## src/rtl/rebuster_bus_arbiter.sv

```systemverilog
// ---------------------------------------------------------------------------
// rebuster_bus_arbiter
//
// Bus arbiter for the Buster replacement. It collects Zorro expansion bus
// requests (EBR_n) and the DMAC request (SBR_n), obtains the 68030 bus with
// the BR/BG/BGACK handshake, and hands out exactly one grant at a time.
// The arbitration policy is either fixed priority or round-robin. A grant
// that is never acknowledged is withdrawn after a programmable number of
// CPU clock edges.
//
// The block runs on clk100. State only advances on cycles where the
// cpuclk_rising strobe from the top-level phase tracker is high.
//
// Parameters
//   NUM_SLOTS     number of Zorro request/grant pairs (1..8)
//   RR_MODE       0 = fixed priority (lowest index wins),
//                 1 = round-robin, starting after the last owner
//   GRANT_TIMEOUT cpuclk_rising strobes to wait for BGACK_n (1..255)
//   DMAC_FIRST    1 = SBR_n beats every Zorro slot,
//                 0 = DMAC takes part in the policy as slot NUM_SLOTS
//
// Ports
//   clk100         100 MHz clock, phase-locked to CPUCLK
//   reset          asynchronous, active-high reset
//   cpuclk_rising  one-cycle strobe that qualifies every state change
//   ebr_n_in       Zorro bus requests, active-low, asynchronous
//   sbr_n_in       DMAC bus request, active-low, asynchronous
//   bg_n_in        CPU bus grant, active-low
//   bgack_n_in     bus grant acknowledge seen on the pin, active-low
//   as_n_in        CPU address strobe, active-low
//   br_n_out       bus request to the CPU, active-low
//   br_n_oe        output enable for BR_n (always driven)
//   ebg_n_out      Zorro grants, active-low, at most one low
//   ebg_n_oe       output enables for the Zorro grants (always driven)
//   sbg_n_out      DMAC grant, active-low
//   sbg_n_oe       output enable for SBG_n (always driven)
//   owner          index of the granted/owning master, 4'hF when none
//   timeout_pulse  one clk100 cycle high when a grant is withdrawn
// ---------------------------------------------------------------------------
module rebuster_bus_arbiter #(
   parameter int NUM_SLOTS     = 5,
   parameter int RR_MODE       = 1,
   parameter int GRANT_TIMEOUT = 15,
   parameter int DMAC_FIRST    = 1
) (
   input  logic                 clk100,
   input  logic                 reset,
   input  logic                 cpuclk_rising,
   input  logic [NUM_SLOTS-1:0] ebr_n_in,
   input  logic                 sbr_n_in,
   input  logic                 bg_n_in,
   input  logic                 bgack_n_in,
   input  logic                 as_n_in,
   output logic                 br_n_out,
   output logic                 br_n_oe,
   output logic [NUM_SLOTS-1:0] ebg_n_out,
   output logic [NUM_SLOTS-1:0] ebg_n_oe,
   output logic                 sbg_n_out,
   output logic                 sbg_n_oe,
   output logic [3:0]           owner,
   output logic                 timeout_pulse
);

   // When the DMAC has absolute priority it sits outside the policy and the
   // round-robin pointer only walks the Zorro slots.
   localparam int         NUM_POLICY    = (DMAC_FIRST != 0) ? NUM_SLOTS : NUM_SLOTS + 1;
   localparam logic [3:0] DMAC_IDX      = 4'(NUM_SLOTS);
   localparam logic [3:0] NO_OWNER      = 4'hF;
   localparam logic [7:0] TIMEOUT_LIMIT = 8'(GRANT_TIMEOUT);

   typedef enum logic [1:0] {
      IDLE,
      REQ,
      GRANT,
      OWNED
   } state_t;

   state_t                state_q, state_d;
   logic [3:0]            owner_q, owner_d;
   logic [3:0]            rr_ptr_q, rr_ptr_d;
   logic [7:0]            count_q, count_d;
   logic                  br_n_q, br_n_d;
   logic [NUM_SLOTS-1:0]  ebg_n_q, ebg_n_d;
   logic                  sbg_n_q, sbg_n_d;
   logic                  timeout_q, timeout_d;

   logic [NUM_SLOTS-1:0]  ebr_meta, ebr_sync;
   logic                  sbr_meta, sbr_sync;
   logic                  bg_meta, bg_sync;
   logic                  bgack_meta, bgack_sync;
   logic                  as_meta, as_sync;

   logic [15:0]           all_req;
   logic [15:0]           policy_req;
   logic                  any_req;
   logic                  owner_req;
   logic [3:0]            winner;
   logic [3:0]            ptr_after_owner;

   // Two-flop synchronisers for every asynchronous pin. They reset to the
   // inactive (high) level so nothing looks like a request coming out of
   // reset.
   always_ff @(posedge clk100 or posedge reset) begin
      if (reset) begin
         ebr_meta   <= '1;
         ebr_sync   <= '1;
         sbr_meta   <= 1'b1;
         sbr_sync   <= 1'b1;
         bg_meta    <= 1'b1;
         bg_sync    <= 1'b1;
         bgack_meta <= 1'b1;
         bgack_sync <= 1'b1;
         as_meta    <= 1'b1;
         as_sync    <= 1'b1;
      end else begin
         ebr_meta   <= ebr_n_in;
         ebr_sync   <= ebr_meta;
         sbr_meta   <= sbr_n_in;
         sbr_sync   <= sbr_meta;
         bg_meta    <= bg_n_in;
         bg_sync    <= bg_meta;
         bgack_meta <= bgack_n_in;
         bgack_sync <= bgack_meta;
         as_meta    <= as_n_in;
         as_sync    <= as_meta;
      end
   end

   // Active-high request vector indexed by master number: Zorro slots in
   // the low bits and the DMAC at index NUM_SLOTS. The policy vector drops
   // the DMAC when it is handled ahead of the policy.
   always_comb begin
      all_req = '0;
      for (int i = 0; i < NUM_SLOTS; i++) begin
         all_req[i] = ~ebr_sync[i];
      end
      all_req[NUM_SLOTS] = ~sbr_sync;

      policy_req = all_req;
      if (DMAC_FIRST != 0) begin
         policy_req[NUM_SLOTS] = 1'b0;
      end

      any_req   = |all_req;
      owner_req = all_req[owner_q];
   end

   // Winner selection. Round-robin scans forward from rr_ptr and wraps past
   // the top policy index; fixed priority simply takes the lowest index.
   always_comb begin
      logic       found;
      logic [4:0] scan_idx;
      winner   = NO_OWNER;
      found    = 1'b0;
      scan_idx = '0;
      if ((DMAC_FIRST != 0) && !sbr_sync) begin
         winner = DMAC_IDX;
      end else if (RR_MODE == 0) begin
         for (int i = 0; i < NUM_POLICY; i++) begin
            if (!found && policy_req[i[3:0]]) begin
               winner = i[3:0];
               found  = 1'b1;
            end
         end
      end else begin
         for (int k = 0; k < NUM_POLICY; k++) begin
            scan_idx = {1'b0, rr_ptr_q} + 5'(k);
            if (scan_idx >= 5'(NUM_POLICY)) begin
               scan_idx = scan_idx - 5'(NUM_POLICY);
            end
            if (!found && policy_req[scan_idx[3:0]]) begin
               winner = scan_idx[3:0];
               found  = 1'b1;
            end
         end
      end
   end

   // Slot following the master that just released the bus, folded back
   // into the policy range.
   always_comb begin
      logic [4:0] next_idx;
      next_idx = {1'b0, owner_q} + 5'd1;
      if (next_idx >= 5'(NUM_POLICY)) begin
         next_idx = next_idx - 5'(NUM_POLICY);
      end
      ptr_after_owner = next_idx[3:0];
   end

   // State register. All outputs are registered here so that an incoming
   // reset drops every grant and BR_n at once, without waiting for a clock.
   always_ff @(posedge clk100 or posedge reset) begin
      if (reset) begin
         state_q   <= IDLE;
         owner_q   <= NO_OWNER;
         rr_ptr_q  <= '0;
         count_q   <= '0;
         br_n_q    <= 1'b1;
         ebg_n_q   <= '1;
         sbg_n_q   <= 1'b1;
         timeout_q <= 1'b0;
      end else begin
         state_q   <= state_d;
         owner_q   <= owner_d;
         rr_ptr_q  <= rr_ptr_d;
         count_q   <= count_d;
         br_n_q    <= br_n_d;
         ebg_n_q   <= ebg_n_d;
         sbg_n_q   <= sbg_n_d;
         timeout_q <= timeout_d;
      end
   end

   // Next-state logic. The winner is latched once in IDLE and never
   // re-evaluated until the next IDLE, so requests arriving later simply
   // stay pending. In GRANT the acknowledge is tested before the timeout so
   // a BGACK_n arriving on the timeout strobe still takes the bus.
   always_comb begin
      state_d   = state_q;
      owner_d   = owner_q;
      rr_ptr_d  = rr_ptr_q;
      count_d   = count_q;
      br_n_d    = br_n_q;
      ebg_n_d   = ebg_n_q;
      sbg_n_d   = sbg_n_q;
      timeout_d = 1'b0;

      if (cpuclk_rising) begin
         case (state_q)
            IDLE: begin
               if (any_req) begin
                  owner_d = winner;
                  br_n_d  = 1'b0;
                  state_d = REQ;
               end
            end

            REQ: begin
               if (!owner_req) begin
                  br_n_d  = 1'b1;
                  owner_d = NO_OWNER;
                  state_d = IDLE;
               end else if (!bg_sync && as_sync && bgack_sync) begin
                  for (int i = 0; i < NUM_SLOTS; i++) begin
                     ebg_n_d[i] = (owner_q != 4'(i));
                  end
                  sbg_n_d = (owner_q != DMAC_IDX);
                  count_d = '0;
                  state_d = GRANT;
               end
            end

            GRANT: begin
               if (!bgack_sync) begin
                  ebg_n_d = '1;
                  sbg_n_d = 1'b1;
                  br_n_d  = 1'b1;
                  state_d = OWNED;
               end else if ((count_q + 8'd1) >= TIMEOUT_LIMIT) begin
                  ebg_n_d   = '1;
                  sbg_n_d   = 1'b1;
                  br_n_d    = 1'b1;
                  timeout_d = 1'b1;
                  owner_d   = NO_OWNER;
                  count_d   = count_q + 8'd1;
                  state_d   = IDLE;
               end else begin
                  count_d = count_q + 8'd1;
               end
            end

            OWNED: begin
               if (bgack_sync) begin
                  owner_d = NO_OWNER;
                  state_d = IDLE;
                  if (RR_MODE != 0) begin
                     rr_ptr_d = ptr_after_owner;
                  end
               end
            end

            default: begin
               state_d = IDLE;
            end
         endcase
      end
   end

   // Outputs are always driven, so the enables are tied active.
   assign br_n_out      = br_n_q;
   assign br_n_oe       = 1'b1;
   assign ebg_n_out     = ebg_n_q;
   assign ebg_n_oe      = '1;
   assign sbg_n_out     = sbg_n_q;
   assign sbg_n_oe      = 1'b1;
   assign owner         = owner_q;
   assign timeout_pulse = timeout_q;

endmodule

```

## config.mk

```make
export PLATFORM = sky130hd
export DESIGN_NAME = rebuster_bus_arbiter
export DESIGN_NICKNAME = d
export VERILOG_FILES = /design/src/rtl/rebuster_bus_arbiter.sv
export SDC_FILE = /design/constraint.sdc
export NUM_CORES = 1
export LEC_CHECK = 0
export CELL_PAD_IN_SITES_DETAIL_PLACEMENT = 1
export CELL_PAD_IN_SITES_GLOBAL_PLACEMENT = 2
export CORE_MARGIN = 2
export CORE_UTILIZATION = 28
export DETAILED_ROUTE_END_ITERATION = 7
export GPL_TIMING_DRIVEN = 0
export HOLD_SLACK_MARGIN = 0.15
export PLACE_DENSITY = 0.67
export SLEW_MARGIN = 20
export SYNTH_ARGS = -nofsm -noshare
export SYNTH_HDL_FRONTEND = slang
export SYNTH_SLANG_ARGS = --single-unit
```

## constraint.sdc

```tcl
create_clock -name clk100 -period 5 [get_ports clk100]
set_input_delay 1 -clock clk100 [delete_from_list [all_inputs] [get_ports clk100]]
set_output_delay 1 -clock clk100 [all_outputs]
set_load 0.01 [all_outputs]
```

==> flow_summary.json <==
{
  "status": "complete, no violations",
  "grt_pass1_vias": 3507,
  "seq_area_mm2": 0.00114,
  "cts_sinks": 44,
  "drc_errors": 0,
  "ys.flop_type": "dfstp_2",
  "finalHoldViolCount": 0,
  "antenna_cells": 0,
  "ir_worst_vdd_mv": 0.209,
  "end_kind": "flip-flop",
  "syn-cell-area_mm2": 0.00369,
  "synth_fa_ha_area_share_pct": 9.16,
  "num_io_pins": 31,
  "setup-tns-final_ns": 0,
  "rsz0062_at_grt": "false",
  "cap_viol_max_count": 0,
  "first_pass_iters": 4,
  "dp_worst_setup_slack_ns": 0.160,
  "initial_core_util_pct": 29.0,
  "antenna_found_initial": 0,
  "place_congestion": 0.868,
  "wl_per_cell_um": 18.3,
  "cts_tree": "built",
  "cts_max_level": 2,
  "tightest_slew_ns": 0.716,
  "grt_usage_pct": 16.6,
  "min_path_cells": 0,
  "maxSlewHeadroom_pct": 52.3,
  "dieArea_mm2": 0.0141,
  "fin_crit_sh_pct": 88.4,
  "postCtsHoldBufs": 0,
  "multi_input_area_mm2": 0.00236,
  "die_h_um": 119,
  "synth-compound-area-share_pct": 21.1,
  "syn_area_per_cell_um2": 8.70,
  "area_delta_synth_final_pct": 18.4,
  "antenna_left": 0,
  "ys_types": 66,
  "yosysWarnings": 0,
  "grt_max_degree": 31,
  "start_kind": "flip-flop",
  "port_buffers": 23,
  "worstPathArrival_ns": 4.64,
  "drive_gt1_share_pct": 16.5,
  "placedCellCount": 626,
  "nNetsFinal": 500,
  "seq_area_frac_synth_pct": 30.8,
  "async_flop_share_pct": 100,
  "power_density_mw_per_mm2": 654,
  "fin_skew_ns": 0.0112,
  "clock.fmax_mhz": 226,
  "cts_made_buffers": 5,
  "die_w_um": 119,
  "core.rowCount": 41,
  "timing.final.ws_setup_ns": 0.582,
  "vias": 3343,
  "vias_per_cell": 5.27,
  "synth_simple_gate_area_share_pct": 21.0,
  "hold_slack_ns": 0.349,
  "maxSlewViolCount": 0,
  "post_cts_buffers": 0,
  "synth_edf_count": 0,
  "grt_pass1_wl_um": 18700,
  "cp_data_required_time_ns": 5.22,
  "core-area_mm2": 0.0127,
  "worstPathMaxFanout": 13,
  "p_leak_nw": 1.85,
  "overflow": 0,
  "clk_latency_ns": 0.29,
  "synth_top_family_by_area": "compound AO/OA/AOI/OAI gates",
  "synthMuxAreaShare_pct": 7.53,
  "synth-seq-cells": 44,
  "nFillCells": 1531,
  "synth-xor-area-share_pct": 4.28,
  "drt-total-wl_um": 11600,
  "dp_hpwl_um": 8600,
  "setup_viol": 0,
  "final_cells": 634,
  "syn_inst": 424,
  "clk_pin_slew_ns": 0.07,
  "reg2regPathDepth": 13,
  "min_period_ns": 4.42,
  "root_buffer": "clkbuf_16",
  "clk_path_buf_depth": 2,
  "first_iter_violations": 149,
  "crit_type": "flip-flop to flip-flop",
  "hp-class": "flip-flop to flip-flop"
}
[stage by stage]
step | total power (W) | utilization (%) | area (um^2)
global placement | 0.00240 | 32.7 | 4160
global route | 0.00308 | 34.3 | 4370
detailed placement | 0.00243 | 32.8 | 4180
CTS | 0.00285 | 34.2 | 4350
finish | 0.00285 | 34.3 | 4370
floorplan | 0.00189 | - | 3710
[cells in the final DEF (no fill, tap or decap), types with 14 or more instances in the layout]
master           count
nor2_1              34
a21oi_1             32
dfstp_2             29
nand2_1             27
ha_1                27
clkdlybuf4s50_1     23
inv_1               20
nand3_1             18
o21ai_0             17
dfrtp_1             15
nor3_1              14
[worst max-delay path: stages (launching register included)]
cell and delay (ns):
dfrtp_1 0.57, buf_2 0.34, inv_1 0.16, clkbuf_2 0.31
ha_1 0.38, or3b_1 0.39, a2111o_1 0.55, xnor2_1 0.19
a211o_1 0.35, o211ai_2 0.13, nand3_2 0.23, nor3b_2 0.32
nor4_1 0.11, o32a_1 0.34
[Yosys cell counts (7+ instances only)]
cell,instances,share of area [%]
xnor2_1,12,2.9
dfrtp_1,15,10
nand2b_1,10,1.7
inv_1,21,2.1
o21ai_0,17,2.3
nor3_1,14,1.9
clkbuf_1,13,1.3
a21oi_1,32,4.3
nor3b_1,8,1.6
a31oi_1,9,1.5
buf_4,7,1.4
mux2i_1,12,3.3
ha_1,27,9.2
nor2b_1,8,1.4
nand2_1,27,2.7
nand3_1,18,2.4
nor2_1,34,3.5
a21o_1,10,2.0
dfstp_2,29,21
[state kept, by name, summed over array words and instances (netlist names)]
signal / count
bg_sync: 1
sbg_n_out: 1
br_n_out: 1
sbr_sync: 1
bgack_meta: 1
ebr_sync: 5
owner: 4
state_q: 2
bg_meta: 1
rr_ptr_q: 4
bgack_sync: 1
ebg_n_out: 5
ebr_meta: 5
count_q: 8
timeout_pulse: 1
as_meta: 1
as_sync: 1
sbr_meta: 1
[final cells by class]
type                    instances  area share (%)
plain buffers                  28            3.21
clock buffers                   6            3.18
clock inverters                 2           0.889
inverters                      22            1.89
multi-input cells             336            54.1
flip-flops and latches         44            26.1
well taps                     172            4.93
repair buffers                 24            5.73
[path summary, 6_finish.rpt]
kind,startpoint,to,slack [ns]
setup / recovery,rr_ptr_q[0],owner[2],0.58
hold / removal,sbr_meta,sbr_sync,0.35
setup reg to reg,rr_ptr_q[0],owner[2],0.58
hold reg to reg,sbr_meta,sbr_sync,0.35
max in group asynchronous,reset,sbg_n_out,3.47
min in group asynchronous,reset,count_q[2],0.99
[timing repair]
| item | CTS | global route |
|---|---|---|
| resized for setup | 0 | 6 |
| endpoints found under the hold margin | 0 | 0 |
| setup endpoints to repair | 0 | 2 |
[power breakdown]
| group | switching [W] | internal, W | total (W) |
|---|---|---|---|
| registers | 0.0000769 | 0.000453 | 0.000529 |
| logic | 0.00116 | 0.000773 | 0.00193 |
| clock network | 0.000145 | 0.000250 | 0.000395 |
| total | 0.00138 | 0.00148 | 0.00285 |
[layer usage]
metal  track usage [%]  wire length (um)  share of wire (%)
met1              21.8              5620                 48
met2              28.4              5520                 48
met3              2.12               253                2.2
met4              4.91               211                1.8
met5                 0                 0                  0
[cell families after synthesis]
logic type	count (synthesis)
muxes	22
other	1
DFF	44
buffers and inverters	50
xor gates and xnor gates	18
adders and majority gates	27
AOI/OAI and AO/OA	114
and+or+nand+nor	148
Note: power is estimated with default switching activity, not from simulation.
